$ cat src/rtl/ram_scan_pkg.sv
// rtl/ram_scan_pkg.sv - shared widths, types and mode encoding for the RAM read-scan sequencer
package ram_scan_pkg;

    localparam int ADDR_W = 5;
    localparam int DATA_W = 3;

    typedef logic [ADDR_W-1:0] addr_t;
    typedef logic [DATA_W-1:0] data_t;

    typedef enum logic [1:0] {
        FILL  = 2'd0,
        SCAN  = 2'd1,
        PAUSE = 2'd2
    } mode_e;

endpackage

$ cat src/rtl/tick_gen.sv
// rtl/tick_gen.sv - prescaler producing a one-cycle tick every TICK_DIV enabled clk cycles
module tick_gen #(
    parameter int TICK_DIV = 50_000_000
) (
    input  logic clk,
    input  logic reset,
    input  logic en,
    output logic tick
);

    localparam int CNT_W = (TICK_DIV > 1) ? $clog2(TICK_DIV) : 1;
    localparam logic [CNT_W-1:0] CNT_LAST = CNT_W'(TICK_DIV - 1);

    logic [CNT_W-1:0] count;

    assign tick = en && (count == CNT_LAST);

    // Count while enabled; a disabled prescaler parks at 0 so the first tick after enable is a full period away.
    always_ff @(posedge clk) begin
        if (reset || !en) begin
            count <= '0;
        end else if (tick) begin
            count <= '0;
        end else begin
            count <= count + 1'b1;
        end
    end

endmodule

$ cat src/rtl/ram_scan_ctrl.sv
// rtl/ram_scan_ctrl.sv - RAM read-address scanner with tick/step advance and read-data realignment
module ram_scan_ctrl
    import ram_scan_pkg::*;
#(
    parameter int TICK_DIV = 50_000_000,
    parameter int RD_LAT   = 2
) (
    input  logic              clk,
    input  logic              reset,
    input  logic              run,
    input  logic              step,
    output logic [ADDR_W-1:0] rdaddress,
    input  logic [DATA_W-1:0] rd_q,
    output logic [ADDR_W-1:0] disp_addr,
    output logic [DATA_W-1:0] disp_data,
    output logic              disp_valid,
    output logic              adv,
    output logic              wrap
);

    localparam int FILL_W = $clog2(RD_LAT + 1);
    localparam logic [FILL_W-1:0] FILL_LAST = FILL_W'(RD_LAT);

    mode_e             mode;
    mode_e             mode_next;
    logic [FILL_W-1:0] fill_cnt;
    logic              step_prev;
    logic              step_rise;
    logic              tick;
    logic              tick_en;
    logic              advance;
    addr_t             dly [RD_LAT];

    assign step_rise = step & ~step_prev;

    // The prescaler only runs once the pipeline has filled, so the first auto advance is a full period after FILL.
    assign tick_en = run && (mode != FILL);

    tick_gen #(
        .TICK_DIV(TICK_DIV)
    ) u_tick_gen (
        .clk   (clk),
        .reset (reset),
        .en    (tick_en),
        .tick  (tick)
    );

    // Mode sequencing and advance decision; step edges are ignored while running rather than queued.
    always_comb begin
        mode_next = mode;
        advance   = 1'b0;
        case (mode)
            FILL:    if (fill_cnt == FILL_LAST) mode_next = run ? SCAN : PAUSE;
            SCAN:    if (!run) mode_next = PAUSE;
            PAUSE:   if (run) mode_next = SCAN;
            default: mode_next = FILL;
        endcase
        if (mode != FILL) begin
            advance = run ? tick : step_rise;
        end
    end

    // Mode register and fill counter covering the RD_LAT+1 cycles before the display pair is coherent.
    always_ff @(posedge clk) begin
        if (reset) begin
            mode     <= FILL;
            fill_cnt <= '0;
        end else begin
            mode <= mode_next;
            if (mode == FILL && fill_cnt != FILL_LAST) begin
                fill_cnt <= fill_cnt + 1'b1;
            end
        end
    end

    // Previous step level; resets high so a key held through reset does not count as an edge.
    always_ff @(posedge clk) begin
        if (reset) begin
            step_prev <= 1'b1;
        end else begin
            step_prev <= step;
        end
    end

    // Read address counter with advance and wrap pulses aligned to the new address.
    always_ff @(posedge clk) begin
        if (reset) begin
            rdaddress <= '0;
            adv       <= 1'b0;
            wrap      <= 1'b0;
        end else begin
            adv  <= advance;
            wrap <= advance && (rdaddress == '1);
            if (advance) begin
                rdaddress <= rdaddress + 1'b1;
            end
        end
    end

    // Delay the address by the RAM read latency and capture it with rd_q every cycle, so live writes show up.
    always_ff @(posedge clk) begin
        if (reset) begin
            for (int i = 0; i < RD_LAT; i++) begin
                dly[i] <= '0;
            end
            disp_addr  <= '0;
            disp_data  <= '0;
            disp_valid <= 1'b0;
        end else begin
            dly[0] <= rdaddress;
            for (int i = 1; i < RD_LAT; i++) begin
                dly[i] <= dly[i-1];
            end
            disp_addr  <= dly[RD_LAT-1];
            disp_data  <= rd_q;
            disp_valid <= (mode_next != FILL);
        end
    end

endmodule

$ cat config.mk
export PLATFORM = sky130hd
export DESIGN_NAME = ram_scan_ctrl
export DESIGN_NICKNAME = d
export VERILOG_FILES = /design/src/rtl/ram_scan_pkg.sv /design/src/rtl/tick_gen.sv /design/src/rtl/ram_scan_ctrl.sv
export SDC_FILE = /design/constraint.sdc
export NUM_CORES = 1
export LEC_CHECK = 0
export CELL_PAD_IN_SITES_DETAIL_PLACEMENT = 0
export CELL_PAD_IN_SITES_GLOBAL_PLACEMENT = 1
export CORE_MARGIN = 2
export CORE_UTILIZATION = 30
export CTS_BUF_LIST = sky130_fd_sc_hd__clkbuf_4 sky130_fd_sc_hd__clkbuf_8
export DETAILED_ROUTE_END_ITERATION = 12
export GPL_ROUTABILITY_DRIVEN = 0
export PLACE_DENSITY = 0.65
export SKIP_CTS_REPAIR_TIMING = 1
export SYNTH_ARGS = -nofsm -noshare
export SYNTH_HDL_FRONTEND = slang
export SYNTH_SLANG_ARGS = --single-unit
export TNS_END_PERCENT = 10
$ cat constraint.sdc
create_clock -name clk -period 2.3 [get_ports clk]
set_input_delay 0.46 -clock clk [delete_from_list [all_inputs] [get_ports clk]]
set_output_delay 0.46 -clock clk [all_outputs]
set_load 0.02 [all_outputs]
==> key figures <==
Cells and area
  – # diodes: 0
  – Finished layout cell area: 0.00276 mm²
  – Layout cell share with drive strength beyond 1: roughly 10%
  – Most frequent cells in the layout: dfxtp_1 (57), nor2_1 (40), clkdlybuf4s50_1 (22)
  – Area Overhead vs Synth: 27.0%
  – # nets final: 271
  – Commonest non-fill, non-tap cell in the layout: dfxtp_1
  – Final Util: 38.7%

Drt
  – DRC violations left: 0
  – Vias per cell: 4.32
  – DR WL/cell: between 10 and 15 µm
  – Final antenna-violating net count: 0
  – Starting DRT DRC Count: 41
  – Final WL: around 3900 µm
  – Vias: ~1600
  – Pre-antenna DRT Iters: 4

Placement
  – DP Wirelength: between 2000 and 3000 µm
  – Pre-CTS setup slack: 0.239 ns
  – DP Area: 0.00253 mm²
  – IO Port Bufs: 22

Worst setup path
  – FF-to-FF Start: u_tick_gen.count[6]$_SDFF_PP0_
  – Crit-path cells: or4bb_1 -> nor4_4 -> a41oi_2 -> o31ai_1 -> o21ai_1
  – Critical Path AT: 2.19 ns
  – Worst R2R End: rdaddress[3]$_SDFFE_PP0P_
  – Setup CP Type: reg2reg
  – CP max FO: 6
  – Critical Path Start Type: flip-flop
  – CP Capture Type: flip-flop
  – Worst reg2reg setup slack: about 0.34 ns
  – Depth of the most critical reg-to-reg path: 5
  – Slowest cell on crit path: or4bb_1
  – WP data required: 2.53 ns
  – Worst path max stage delay: approximately 0.55 ns

Logic synthesis
  – Syn avg cell area: roughly 9.6 µm²
  – Synth cell types: 32
  – Synth Register Bits: 57
  – Net Count, Synth: 238
  – Ys Warns: 0
  – Cells after Synth: 227
  – Sequential share of the synthesized area: 52.5%
  – Synthesized area: 0.00217 mm²

Power
  – Leakage: 0.929 nW
  – VDD IR-drop max: 0.292 mV
  – P per Cell Area: roughly 800 mW/mm²

Global routing
  – Initial antenna violation count: 0
  – Met3 GRT Util: 3.69%
  – Met1 Use GR: 13.8%
  – GRT met2 Usage: 16.4%
  – Grt total ovfl: 0
  – Busiest grt layer: met2
  – GRT Total Usage: 11.1%
  – Largest net degree at the start of global routing: 27
  – First-pass GRT wire length: 6620 µm
  – Vias in the first global route: 1441

Floorplanning
  – Die area: 0.00794 mm²
  – Die X: 89.1 µm
  – Site Rows: 31
  – I/O pin total: 23
  – Core area: 0.00714 mm²
  – Die height: 89.1 µm
  – Initial core utilization: between 30 and 40%

Hold path
  – Worst Hold Launch: dly[1][1]$_SDFF_PP0_
  – Hold Path End: disp_addr[1]$_SDFF_PP0_
  – Hold path cells: 1
  – Class of the worst hold path: reg2reg

STA
  – Final period utilization: 85.3%
  – Setup TNS: 0 ns
  – Final WS setup: around 0.34 ns
  – Slew @ Worst Pin: 0.549 ns
  – Clock skew: ~0.0079 ns
  – Final setup fails: 0
  – Final max-slew violation count: 0
  – Final hold violations: 0
  – RSZ-0062 raised after global routing: no
  – Slew headroom: 63.4%
  – Minimum clock period after layout: 1.96 ns
  – Max Clk Rate: roughly 0.5 GHz

Job
  – Total of max-cap violations: 0

Clock network
  – Num Clock Sinks: 57
  – Clock transition at path regs: 0.07 ns
  – CTS tree: done
  – Clk_lat worst skew: around 0.34 ns
  – Root Buffer: clkbuf_8
  – Clk buf depth: 2
  – Total CTS buffers: 9
  – CTS H-tree depth: 3

Run status
  – Status: finished, final reports clean
## kinds of logic after synthesis
family          after synthesis  share of synthesized area [%]
flops                        57                           52.5
compound gates               11                           3.51
simple gates                119                           28.8
buf+inv                      10                           2.42
xor+xnor                     26                           10.5
fa+ha+maj                     4                           2.30
## worst max-delay path by stage
stage	from	end	slack, ns	depth (start not counted)
6_report	u_tick_gen.count[6]$_SDFF_PP0_	rdaddress[3]$_SDFFE_PP0P_	0.34	5
5_1_grt	u_tick_gen.count[6]$_SDFF_PP0_	rdaddress[3]$_SDFFE_PP0P_	0.22	5
4_1_cts	u_tick_gen.count[6]$_SDFF_PP0_	rdaddress[3]$_SDFFE_PP0P_	0.33	5
3_5_place_dp	run	rdaddress[0]$_SDFFE_PP0P_	0.24	5
3_3_place_gp	run	rdaddress[0]$_SDFFE_PP0P_	0.25	5
2_1_floorplan	u_tick_gen.count[16]$_SDFF_PP0_	rdaddress[3]$_SDFFE_PP0P_	0.49	5
## through the flow
stage | std cells | power (mW) | hold slack (ns)
after floorplan | 227 | 1.17 | 0.414
after global placement | 348 | 1.22 | 0.418
after detailed placement | 348 | 1.22 | 0.425
after CTS | 364 | 2.28 | 0.443
after global routing | 364 | 2.34 | 0.460
final | 364 | 2.24 | 0.439
## sequential cells by signal (all words and copies together), names as in the netlist
signal / cells
disp_valid: 1
u_tick_gen.count: 26
fill_cnt: 2
step_prev: 1
adv: 1
disp_addr: 5
mode: 2
dly: 10
rdaddress: 5
wrap: 1
disp_data: 3
## synthesized netlist by cell type
cell	n	area (µm²)
dfxtp_1	57	1140
nor2_1	40	150
nor2b_1	19	119
xor2_1	18	158
nand3_1	14	70.1
nand2_1	13	48.8
nand4_1	11	68.8
xnor2_1	8	70.1
inv_1	5	18.8
o21ai_0	5	25.0
ha_1	4	50.1
nor4_1	4	25.0
a211oi_1	2	15.0
and2_1	2	12.5
buf_6	2	22.5
clkbuf_1	2	7.51
nand2b_1	2	12.5
nor3_1	2	10.0
or2_2	2	12.5
or4_1	2	15.0
or4bb_1	2	22.5
a22oi_1	1	7.51
a41oi_2	1	16.3
and3_1	1	6.26
buf_1	1	3.75
nand3_2	1	10.0
nand3b_1	1	7.51
nor2_2	1	6.26
nor3b_1	1	7.51
nor4_4	1	21.3
o21ai_1	1	5.00
o31ai_1	1	7.51
## routing by layer
layer	vias up	wire length [µm]
met5	-	0
met1	709	1950
li1	828	-
met4	0	91
met3	10	189
met2	27	1710
## critical path: cells and delay by family (launching register included)
kind               cells  cell delay (ns)
and+or+nand+nor        2             0.85
AOI/OAI and AO/OA      3             0.58
DFF                    1             0.43
## layout make-up
class / instances / area (µm²)
fill: 760 / 4380
sequential: 57 / 1140
multi-input combinational: 160 / 980
timing repair buffer: 27 / 270
clock buffer: 9 / 124
tap: 99 / 124
clock inverter: 7 / 103
inverter: 5 / 18.8
## report_power, final
group          internal [mW]  switching, mW
Sequential              1.02         0.0193
Clock                  0.620          0.430
Combinational         0.0725         0.0821
Note: power is estimated with default switching activity, not from simulation.
==> edit, RTL diff (same settings) <==
`disp_addr` no longer has a reset.
--- a/src/rtl/ram_scan_ctrl.sv
+++ b/src/rtl/ram_scan_ctrl.sv
@@ -103,7 +103,6 @@
             for (int i = 0; i < RD_LAT; i++) begin
                 dly[i] <= '0;
             end
-            disp_addr  <= '0;
             disp_data  <= '0;
             disp_valid <= 1'b0;
         end else begin
@@ -111,11 +110,14 @@
             for (int i = 1; i < RD_LAT; i++) begin
                 dly[i] <= dly[i-1];
             end
-            disp_addr  <= dly[RD_LAT-1];
             disp_data  <= rd_q;
             disp_valid <= (mode_next != FILL);
         end
     end
 
+    always_ff @(posedge clk) begin
+        disp_addr <= dly[RD_LAT-1];
+    end
+
 endmodule
 
Behaviour: differs if reset is asserted again (counterexample within 10 cycles, from zero or initial values and one cycle with reset high); with reset held inactive, the same outputs for 10 cycles.
==> edit against the unedited design <==
- cell area fell by 1.9%
- sequential cell count did not move
- area after synthesis fell by 1.6%
- power fell by 9.9%
- wire length fell by 0.25%
- sequential share of layout area rose by 0.80 points
- clock skew fell by 0.0026 ns
- worst setup slack improved by 0.013 ns
- core utilization rose by 0.96 points
- die area fell by 1.5%
- global-route usage rose by 0.49 points
- synthesized cell count fell by 4.4%
- first-iteration DRC count rose by 63%
- largest power group is now sequential cells
==> edit: results (changes against the unedited design) <==
The overall power came out at 2.022 mW (-9.9%). The clock group share of total power came out at 0.409 (-0.059). The maximum fanout along the worst path came to 5 (-1). The detail-routed via count per cell came out at 4.303 (-0.49%).

The worst setup timing slack at the placement stage came to 0.005896 ns (-0.2336 ns). The final routed wire length divided by cell count is 11.12 microns (+2.9%). The total detailed-routing wirelength is 3924 microns (-0.25%). The highest ir drop seen on vdd is 0.3934 mV (+35%). The commonest cells after synthesis are 57 x sky130_fd_sc_hd__dfxtp_1, 35 x sky130_fd_sc_hd__nor2_1, 14 x sky130_fd_sc_hd__nand3_1, 14 x sky130_fd_sc_hd__xor2_1, 13 x sky130_fd_sc_hd__nor2b_1. The remaining max-slew budget at the tightest pin came out at 0.6961 (+0.06187). The met1 usage in global routing came out at 0.1501 (+0.01232). The largest net degree at the start of global routing came out at 25 (-7.4%).

The arrival time of data at the critical path endpoint came out at 2.21 ns (+0.02 ns). The wire length of the first global-routing pass came to 6741 microns (+1.8%). The proportion of layout cells with a drive suffix above 1 is 0.1284 (+0.02652).

The met3 layer wire length in the routed design came out at 106 microns (-44%). The run finished with clean final reports. The post-layout net count is 263 (-3.0%).

The filler cell count in the final layout is 708 (-6.8%). The synthesized area divided by synthesized cell count was 9.860 sq um (+3.0%). The internal power of the cells came out at 1.510 mW (-12%).

The post-synth net total came to 228 (-4.2%). The share of the synthesized area in compound gates (AO/OA/AOI/OAI) is 0.04971 (+0.01459). The post-route met1 wirelength is 1993 microns (+2.4%). The met3 usage was 0.04478 (+0.007842). Ranked by total cell area, the synthesized netlist is headed by sky130_fd_sc_hd__dfxtp_1 53%, sky130_fd_sc_hd__nor2_1 6.1%, sky130_fd_sc_hd__xor2_1 5.7%. The number of distinct library cells after synthesis came out at 37 (+16%). The cell with the largest stage delay on the worst path is sky130_fd_sc_hd__or4_1.

The met2 demand-to-capacity share in global routing is 0.1627 (-0.0009569). The horizontal die dimension came to 88.45 microns (-0.75%). The total global routing track utilization is 0.1160 (+0.004858).
==> edit: cell count changes after synthesis, moves of 3 or more <==
cell,unedited run,this run
sky130_fd_sc_hd__a21oi_1,0,4
sky130_fd_sc_hd__and3_1,1,5
sky130_fd_sc_hd__clkbuf_1,2,5
sky130_fd_sc_hd__nand4_1,11,6
sky130_fd_sc_hd__nor2_1,40,35
sky130_fd_sc_hd__nor2b_1,19,13
sky130_fd_sc_hd__o21ai_0,5,2
sky130_fd_sc_hd__xor2_1,18,14
==> edit: worst max path at each step <==
stage                              end  slack [ns]  depth (start not counted)                  from
after floorplan           rdaddress[3]        0.44                          5  u_tick_gen.count[16]
after global placement    rdaddress[3]        0.04                          5                   run
after detailed placement  rdaddress[3]       0.006                          5                   run
after CTS                 rdaddress[3]        0.33                          6   u_tick_gen.count[0]
after global routing      rdaddress[3]        0.20                          6   u_tick_gen.count[0]
final                     rdaddress[3]        0.35                          6   u_tick_gen.count[0]
